### config.mk
export PLATFORM = sky130hd
export DESIGN_NAME = fifo_serializer_tx_flat
export DESIGN_NICKNAME = d
export VERILOG_FILES = /design/src/rtl/fifo_serializer_tx_if.sv /design/src/rtl/fifo_serializer_tx.sv /design/src/flat_wrapper.sv
export SDC_FILE = /design/constraint.sdc
export NUM_CORES = 1
export LEC_CHECK = 0
export CORE_MARGIN = 2
export CORE_UTILIZATION = 40
export DETAILED_ROUTE_END_ITERATION = 10
export HOLD_SLACK_MARGIN = 0.06
export SLEW_MARGIN = 30
export SYNTH_ARGS = -nofsm -noshare
export SYNTH_HDL_FRONTEND = slang
export SYNTH_SLANG_ARGS = --single-unit
### constraint.sdc
create_clock -name clk_i -period 3.3 [get_ports clk_i]
set_clock_uncertainty 0.1 [all_clocks]
set_input_delay 0.66 -clock clk_i [delete_from_list [all_inputs] [get_ports clk_i]]
set_output_delay 0.66 -clock clk_i [all_outputs]
set_load 0.01 [all_outputs]
### src/rtl/fifo_serializer_tx_if.sv
// FIFO read-port bundle between the async FIFO and the serial transmit stage.
// master = the serializer (issues pops), slave = the FIFO side.
interface fifo_serializer_tx_if #(
    parameter int WIDTH = 8
) ();
    logic             empty_i;
    logic [WIDTH-1:0] r_data_i;
    logic             rd_error_i;
    logic             rd_en_o;

    modport master (
        input  empty_i,
        input  r_data_i,
        input  rd_error_i,
        output rd_en_o
    );

    modport slave (
        output empty_i,
        output r_data_i,
        output rd_error_i,
        input  rd_en_o
    );
endinterface

### src/rtl/fifo_serializer_tx.sv
// Serial transmit stage: pops one word from the FIFO and sends it as
// start bit, data LSB-first, optional parity, stop bit on an idle-high line.
module fifo_serializer_tx #(
    parameter int WIDTH        = 8,
    parameter int CLKS_PER_BIT = 4,
    parameter int CNT_WIDTH    = 8,
    parameter int PARITY_EN    = 1,
    parameter int PARITY_ODD   = 0
) (
    input  logic                clk_i,
    input  logic                rst_i,
    fifo_serializer_tx_if.master fifo,
    output logic                ser_o,
    output logic                busy_o,
    output logic                frame_done_o,
    output logic                underflow_o
);
    localparam int IDX_W = $clog2(WIDTH) + 1;
    localparam logic [CNT_WIDTH-1:0] CNT_LAST = CNT_WIDTH'(CLKS_PER_BIT - 1);
    localparam logic [IDX_W-1:0]     IDX_LAST = IDX_W'(WIDTH - 1);

    typedef enum logic [2:0] {
        S_IDLE, S_POP, S_LOAD, S_START, S_DATA, S_PARITY, S_STOP
    } state_t;

    state_t               r_state, w_state_next;
    logic [CNT_WIDTH-1:0] r_cnt, w_cnt_next;
    logic [IDX_W-1:0]     r_idx, w_idx_next;
    logic [WIDTH-1:0]     r_shift, w_shift_next;
    logic                 r_parity, w_parity_next;
    logic                 r_ser, w_ser_next;
    logic                 r_rd_en, w_rd_en_next;
    logic                 r_busy, w_busy_next;
    logic                 r_frame_done, w_frame_done_next;
    logic                 r_underflow, w_underflow_next;
    logic                 w_cnt_last;
    logic                 w_counting;

    always_comb begin
        w_state_next  = r_state;
        w_idx_next    = r_idx;
        w_shift_next  = r_shift;
        w_parity_next = r_parity;
        w_cnt_last    = (r_cnt == CNT_LAST);
        w_counting    = (r_state == S_START) || (r_state == S_DATA) ||
                        (r_state == S_PARITY) || (r_state == S_STOP);

        case (r_state)
            S_IDLE:   if (!fifo.empty_i) w_state_next = S_POP;
            S_POP:    w_state_next = S_LOAD;
            S_LOAD: begin
                w_shift_next  = fifo.r_data_i;
                w_parity_next = (^fifo.r_data_i) ^ 1'(PARITY_ODD);
                w_state_next  = S_START;
            end
            S_START: begin
                if (w_cnt_last) begin
                    w_state_next = S_DATA;
                    w_idx_next   = '0;
                end
            end
            S_DATA: begin
                if (w_cnt_last) begin
                    if (r_idx == IDX_LAST) begin
                        w_state_next = (PARITY_EN != 0) ? S_PARITY : S_STOP;
                    end else begin
                        w_idx_next   = r_idx + 1'b1;
                        w_shift_next = r_shift >> 1;
                    end
                end
            end
            S_PARITY: if (w_cnt_last) w_state_next = S_STOP;
            S_STOP:   if (w_cnt_last) w_state_next = S_IDLE;
            default:  w_state_next = S_IDLE;
        endcase

        // Counter restarts at every bit boundary, which also covers every state entry.
        w_cnt_next = (w_counting && !w_cnt_last) ? r_cnt + 1'b1 : '0;

        // Outputs are computed from next-state values so the registered copies line up with r_state.
        case (w_state_next)
            S_START:  w_ser_next = 1'b0;
            S_DATA:   w_ser_next = w_shift_next[0];
            S_PARITY: w_ser_next = w_parity_next;
            default:  w_ser_next = 1'b1;
        endcase
        w_rd_en_next      = (w_state_next == S_POP);
        w_busy_next       = (w_state_next != S_IDLE);
        w_frame_done_next = (w_state_next == S_STOP) && (w_cnt_next == CNT_LAST);
        w_underflow_next  = r_underflow | fifo.rd_error_i;
    end

    always_ff @(posedge clk_i or negedge rst_i) begin
        if (!rst_i) begin
            r_state      <= S_IDLE;
            r_cnt        <= '0;
            r_idx        <= '0;
            r_shift      <= '0;
            r_parity     <= 1'b0;
            r_ser        <= 1'b1;
            r_rd_en      <= 1'b0;
            r_busy       <= 1'b0;
            r_frame_done <= 1'b0;
            r_underflow  <= 1'b0;
        end else begin
            r_state      <= w_state_next;
            r_cnt        <= w_cnt_next;
            r_idx        <= w_idx_next;
            r_shift      <= w_shift_next;
            r_parity     <= w_parity_next;
            r_ser        <= w_ser_next;
            r_rd_en      <= w_rd_en_next;
            r_busy       <= w_busy_next;
            r_frame_done <= w_frame_done_next;
            r_underflow  <= w_underflow_next;
        end
    end

    assign fifo.rd_en_o = r_rd_en;
    assign ser_o        = r_ser;
    assign busy_o       = r_busy;
    assign frame_done_o = r_frame_done;
    assign underflow_o  = r_underflow;
endmodule

### src/flat_wrapper.sv
// flat-port wrapper written by rule: the top's interface ports become plain ports
module fifo_serializer_tx_flat 
#(
    parameter int WIDTH        = 8,
    parameter int CLKS_PER_BIT = 4,
    parameter int CNT_WIDTH    = 8,
    parameter int PARITY_EN    = 1,
    parameter int PARITY_ODD   = 0
)
  (clk_i, rst_i, ser_o, busy_o, frame_done_o, underflow_o, fifo_empty_i, fifo_r_data_i, fifo_rd_error_i, fifo_rd_en_o);
  fifo_serializer_tx_if #(.WIDTH(WIDTH)) fifo_i ();
  input  logic clk_i;
  input  logic rst_i;
  output logic ser_o;
  output logic busy_o;
  output logic frame_done_o;
  output logic underflow_o;
  input wire logic [$bits(fifo_i.empty_i)-1:0] fifo_empty_i;
  input wire logic [$bits(fifo_i.r_data_i)-1:0] fifo_r_data_i;
  input wire logic [$bits(fifo_i.rd_error_i)-1:0] fifo_rd_error_i;
  output wire logic [$bits(fifo_i.rd_en_o)-1:0] fifo_rd_en_o;
  assign fifo_i.empty_i = fifo_empty_i;
  assign fifo_i.r_data_i = fifo_r_data_i;
  assign fifo_i.rd_error_i = fifo_rd_error_i;
  assign fifo_rd_en_o = fifo_i.rd_en_o;
  fifo_serializer_tx #(.WIDTH(WIDTH), .CLKS_PER_BIT(CLKS_PER_BIT), .CNT_WIDTH(CNT_WIDTH), .PARITY_EN(PARITY_EN), .PARITY_ODD(PARITY_ODD)) u_core (.clk_i(clk_i), .rst_i(rst_i), .fifo(fifo_i), .ser_o(ser_o), .busy_o(busy_o), .frame_done_o(frame_done_o), .underflow_o(underflow_o));
endmodule
==> results.tsv <==
stage	metric	value	unit
routing	Detailed Route Iter0 Violations	53	
clock_network	CTS max path bufs	2	
clock_network	H-Tree Depth	2	
yosys	Yosys reg bits	29	
final_layout	area grow syn2layout	20.4	%
clock_network	root buf cell	clkbuf_8	
clock_network	hold_buf cts	0	
yosys	Mapped Area	1500	um2
grt	busiest grt layer	met2	
sta	Slew headroom	0.621	
floorplan	core area	3630	um2
sta	RSZ-0062 raised after global routing	false	
final_layout	Ant. Diodes	0	
hold_path	worst min-delay path class	reg2reg	
routing	vias per inst	5.20	
clock_network	latest clock arrival within the worst-skew pair	280	ps
power_and_ir_drop	Leak	0.787	nW
floorplan	Die ar.	4250	um2
yosys	area share of the largest cell type after synthesis	0.468	
place	placer's final routability congestion estimate	0.794	
clock_network	clock buffer count from CTS	5	
grt	antenna violations before repair	0	
sta	final worst-path cycle share	0.627	
status	outcome	completed	
grt	number of global-route vias before repair	1111	
final_layout	share of cells above drive strength 1	0.113	
grt	global-route wire length before repair	4930	um
worst_setup_path	crit path cell chain	clkdlybuf4s50_1	
worst_setup_path	RR Startpoint	u_core.r_cnt[0]	
yosys	most frequent cells after synthesis	dfrtp_1, nand2_1, nor2_1, o21ai_0, xnor2_1	
yosys	Post-synth EDFFs	0	
hold_path	worst hold start	u_core.underflow_o	
sta	Fin Hold WS	364	ps
clock_network	clk slew on worst S/H paths	60	ps
grt	GR met3 Demand/Resource	0.0514	
routing	DRC violation count after routing	0	
yosys	sequential-to-total area share from yosys stat	0.485	
worst_setup_path	Worst R2R End	u_core.ser_o	
floorplan	Core Rows	22	
sta	Final min period	2070	ps
worst_setup_path	crit path max fanout	1	
hold_path	Hold Path Sink	u_core.underflow_o	
floorplan	top-level I/O count	17	
yosys	post-synth cell types	42	
worst_setup_path	R2R setup slack	1310	ps
sta	Tightest Pin Transition	564	ps
worst_setup_path	crit end category	output pin	
final_layout	Fillers	348	
final_layout	Finished Core Util	0.496	
yosys	Main synth FF type	dfrtp_1	
grt	remaining global-route overflow	0	
place	dpl hpwl	2040	um
yosys	syn_area_per_cell	9.60	um2
routing	drt pass-1 iters	4	
grt	gr usage total	0.151	
run	Max Cap Viol	0	
routing	ANT nets after route	0	
grt	routing usage on met1	0.191	
yosys	YS warnings	0	
worst_setup_path	crit path buf inv count	1	
power_and_ir_drop	worst vdd ir	0.000378	V
yosys	FFs w/ async S/R, synth	1.00	
worst_setup_path	Crit path arrival time	1310	ps
clock_network	CTS tree	yes	
floorplan	Die W	65.2	um
sta	Max Fclk	0.483	GHz
yosys	synthesized net count	170	
floorplan	starting density of the core	0.412	
routing	Vias	1169	
worst_setup_path	Top delay family on crit path	buffers and inverters	
power_and_ir_drop	total power	1.24	mW
worst_setup_path	WS Path Type	reg2out	
hold_path	hold path cells	1	
worst_setup_path	worst-case reg-to-reg path depth	5	
clock_network	CTS resizes	0	
worst_setup_path	Worst EP required	2540	ps
place	pre-CTS WS	1290	ps
place	PortBufs	16	
floorplan	die extent in y	65.2	um
final_layout	NumNets Final	191	
routing	WL/cell	12.5	um
routing	drt total wl	2810	um
sta	final hold violation count	0	
sta	setup TNS	0	ps
yosys	leading area contributor after synthesis	dfrtp_1	
yosys	top-count cell post-synth	dfrtp_1	
clock_network	Clock Sink Count	29	
worst_setup_path	Worst Setup Start Kind	flop	
clock_network	total setup buffers inserted after CTS	0	
power_and_ir_drop	pwr dens	687	nW/um2
worst_setup_path	CP max stage delay	520	ps
sta	Slew Limit Fails	0	
yosys	Synth area leaders	dfrtp_1, nand2_1, xnor2_1, nor2_1, a22oi_1	
yosys	Cells after Synth	156	
grt	M2 GR Usage	0.240	
sta	final setup violation count	0	
worst_setup_path	Worst Setup SP	u_core.ser_o	
worst_setup_path	Worst path slowest cell	clkdlybuf4s50_1	
grt	pin count of the biggest net entering global routing	30	
sta	final setup margin	1230	ps
==> report_power, final <==
part	internal [mW]	leakage (nW)	switching, mW
sequential	0.454	0.364	0.0916
combinational	0.179	0.379	0.228
clock	0.165	0.0443	0.121
total	0.798	0.787	0.441
==> how the worst max path moves through the flow <==
| stage | endpoint | cells past startpoint |
|---|---|---|
| 2_1_floorplan | u_core.ser_o | 6 |
| 3_3_place_gp | u_core.ser_o | 5 |
| 3_5_place_dp | u_core.ser_o | 5 |
| 4_1_cts | ser_o | 1 |
| 5_1_grt | u_core.ser_o | 5 |
| 6_report | ser_o | 1 |
==> area by class of cell <==
type	instances	area [um2]	area share
clock buffer	7	86.3	0.0479
tap	48	60.1	0.0333
inverter	5	18.8	0.0104
sequential	29	727	0.403
timing repair buffer	18	175	0.0972
multi-input combinational	118	736	0.408
==> per-stage QoR <==
stage          std cells  cell area [um2]
2_1_floorplan        156             1500
3_3_place_gp         218             1720
3_5_place_dp         218             1720
4_1_cts              225             1800
5_1_grt              225             1800
6_report             225             1800
==> cell families (layout without fill, tap and decap cells) <==
group / Yosys count / count (layout) / synth area share
AND/OR/NAND/NOR: 68 / 68 / 0.233
AO/OA/AOI/OAI: 32 / 32 / 0.144
flip-flops: 29 / 29 / 0.485
XOR/XNOR: 13 / 13 / 0.0760
buffers and inverters: 9 / 30 / 0.0234
multiplexers: 3 / 3 / 0.0217
adder cells (fa/ha/maj): 2 / 2 / 0.0167
==> per-layer routing <==
layer | part of all wire | vias up
met1 | 0.48 | 556
met5 | 0 | -
met3 | 0.048 | 5
li1 | - | 584
met2 | 0.46 | 24
met4 | 0.014 | 0
==> flip-flops by register name, indices dropped and copies added (netlist names) <==
signal	count
u_core.ser_o	1
u_core.frame_done_o	1
u_core.r_state	3
u_core.fifo.rd_en_o	1
u_core.underflow_o	1
u_core.r_idx	4
u_core.r_shift	8
u_core.busy_o	1
u_core.r_parity	1
u_core.r_cnt	8
==> layout by cell type (no fill, tap or decap), types with 3 or more instances in the layout <==
| cell type | Yosys | routed |
|---|---|---|
| xnor2_1 | 8 | 8 |
| and3_1 | 3 | 3 |
| nand2_1 | 23 | 23 |
| inv_1 | 5 | 5 |
| o21ai_0 | 8 | 8 |
| nor2_1 | 18 | 18 |
| clkdlybuf4s50_1 | 0 | 16 |
| nand3_1 | 7 | 7 |
| a21oi_1 | 5 | 5 |
| a22oi_1 | 7 | 7 |
| dfrtp_1 | 28 | 28 |
| clkbuf_8 | 0 | 6 |
| xor2_1 | 5 | 5 |
No activity file was read; power rests on OpenSTA's default activity.
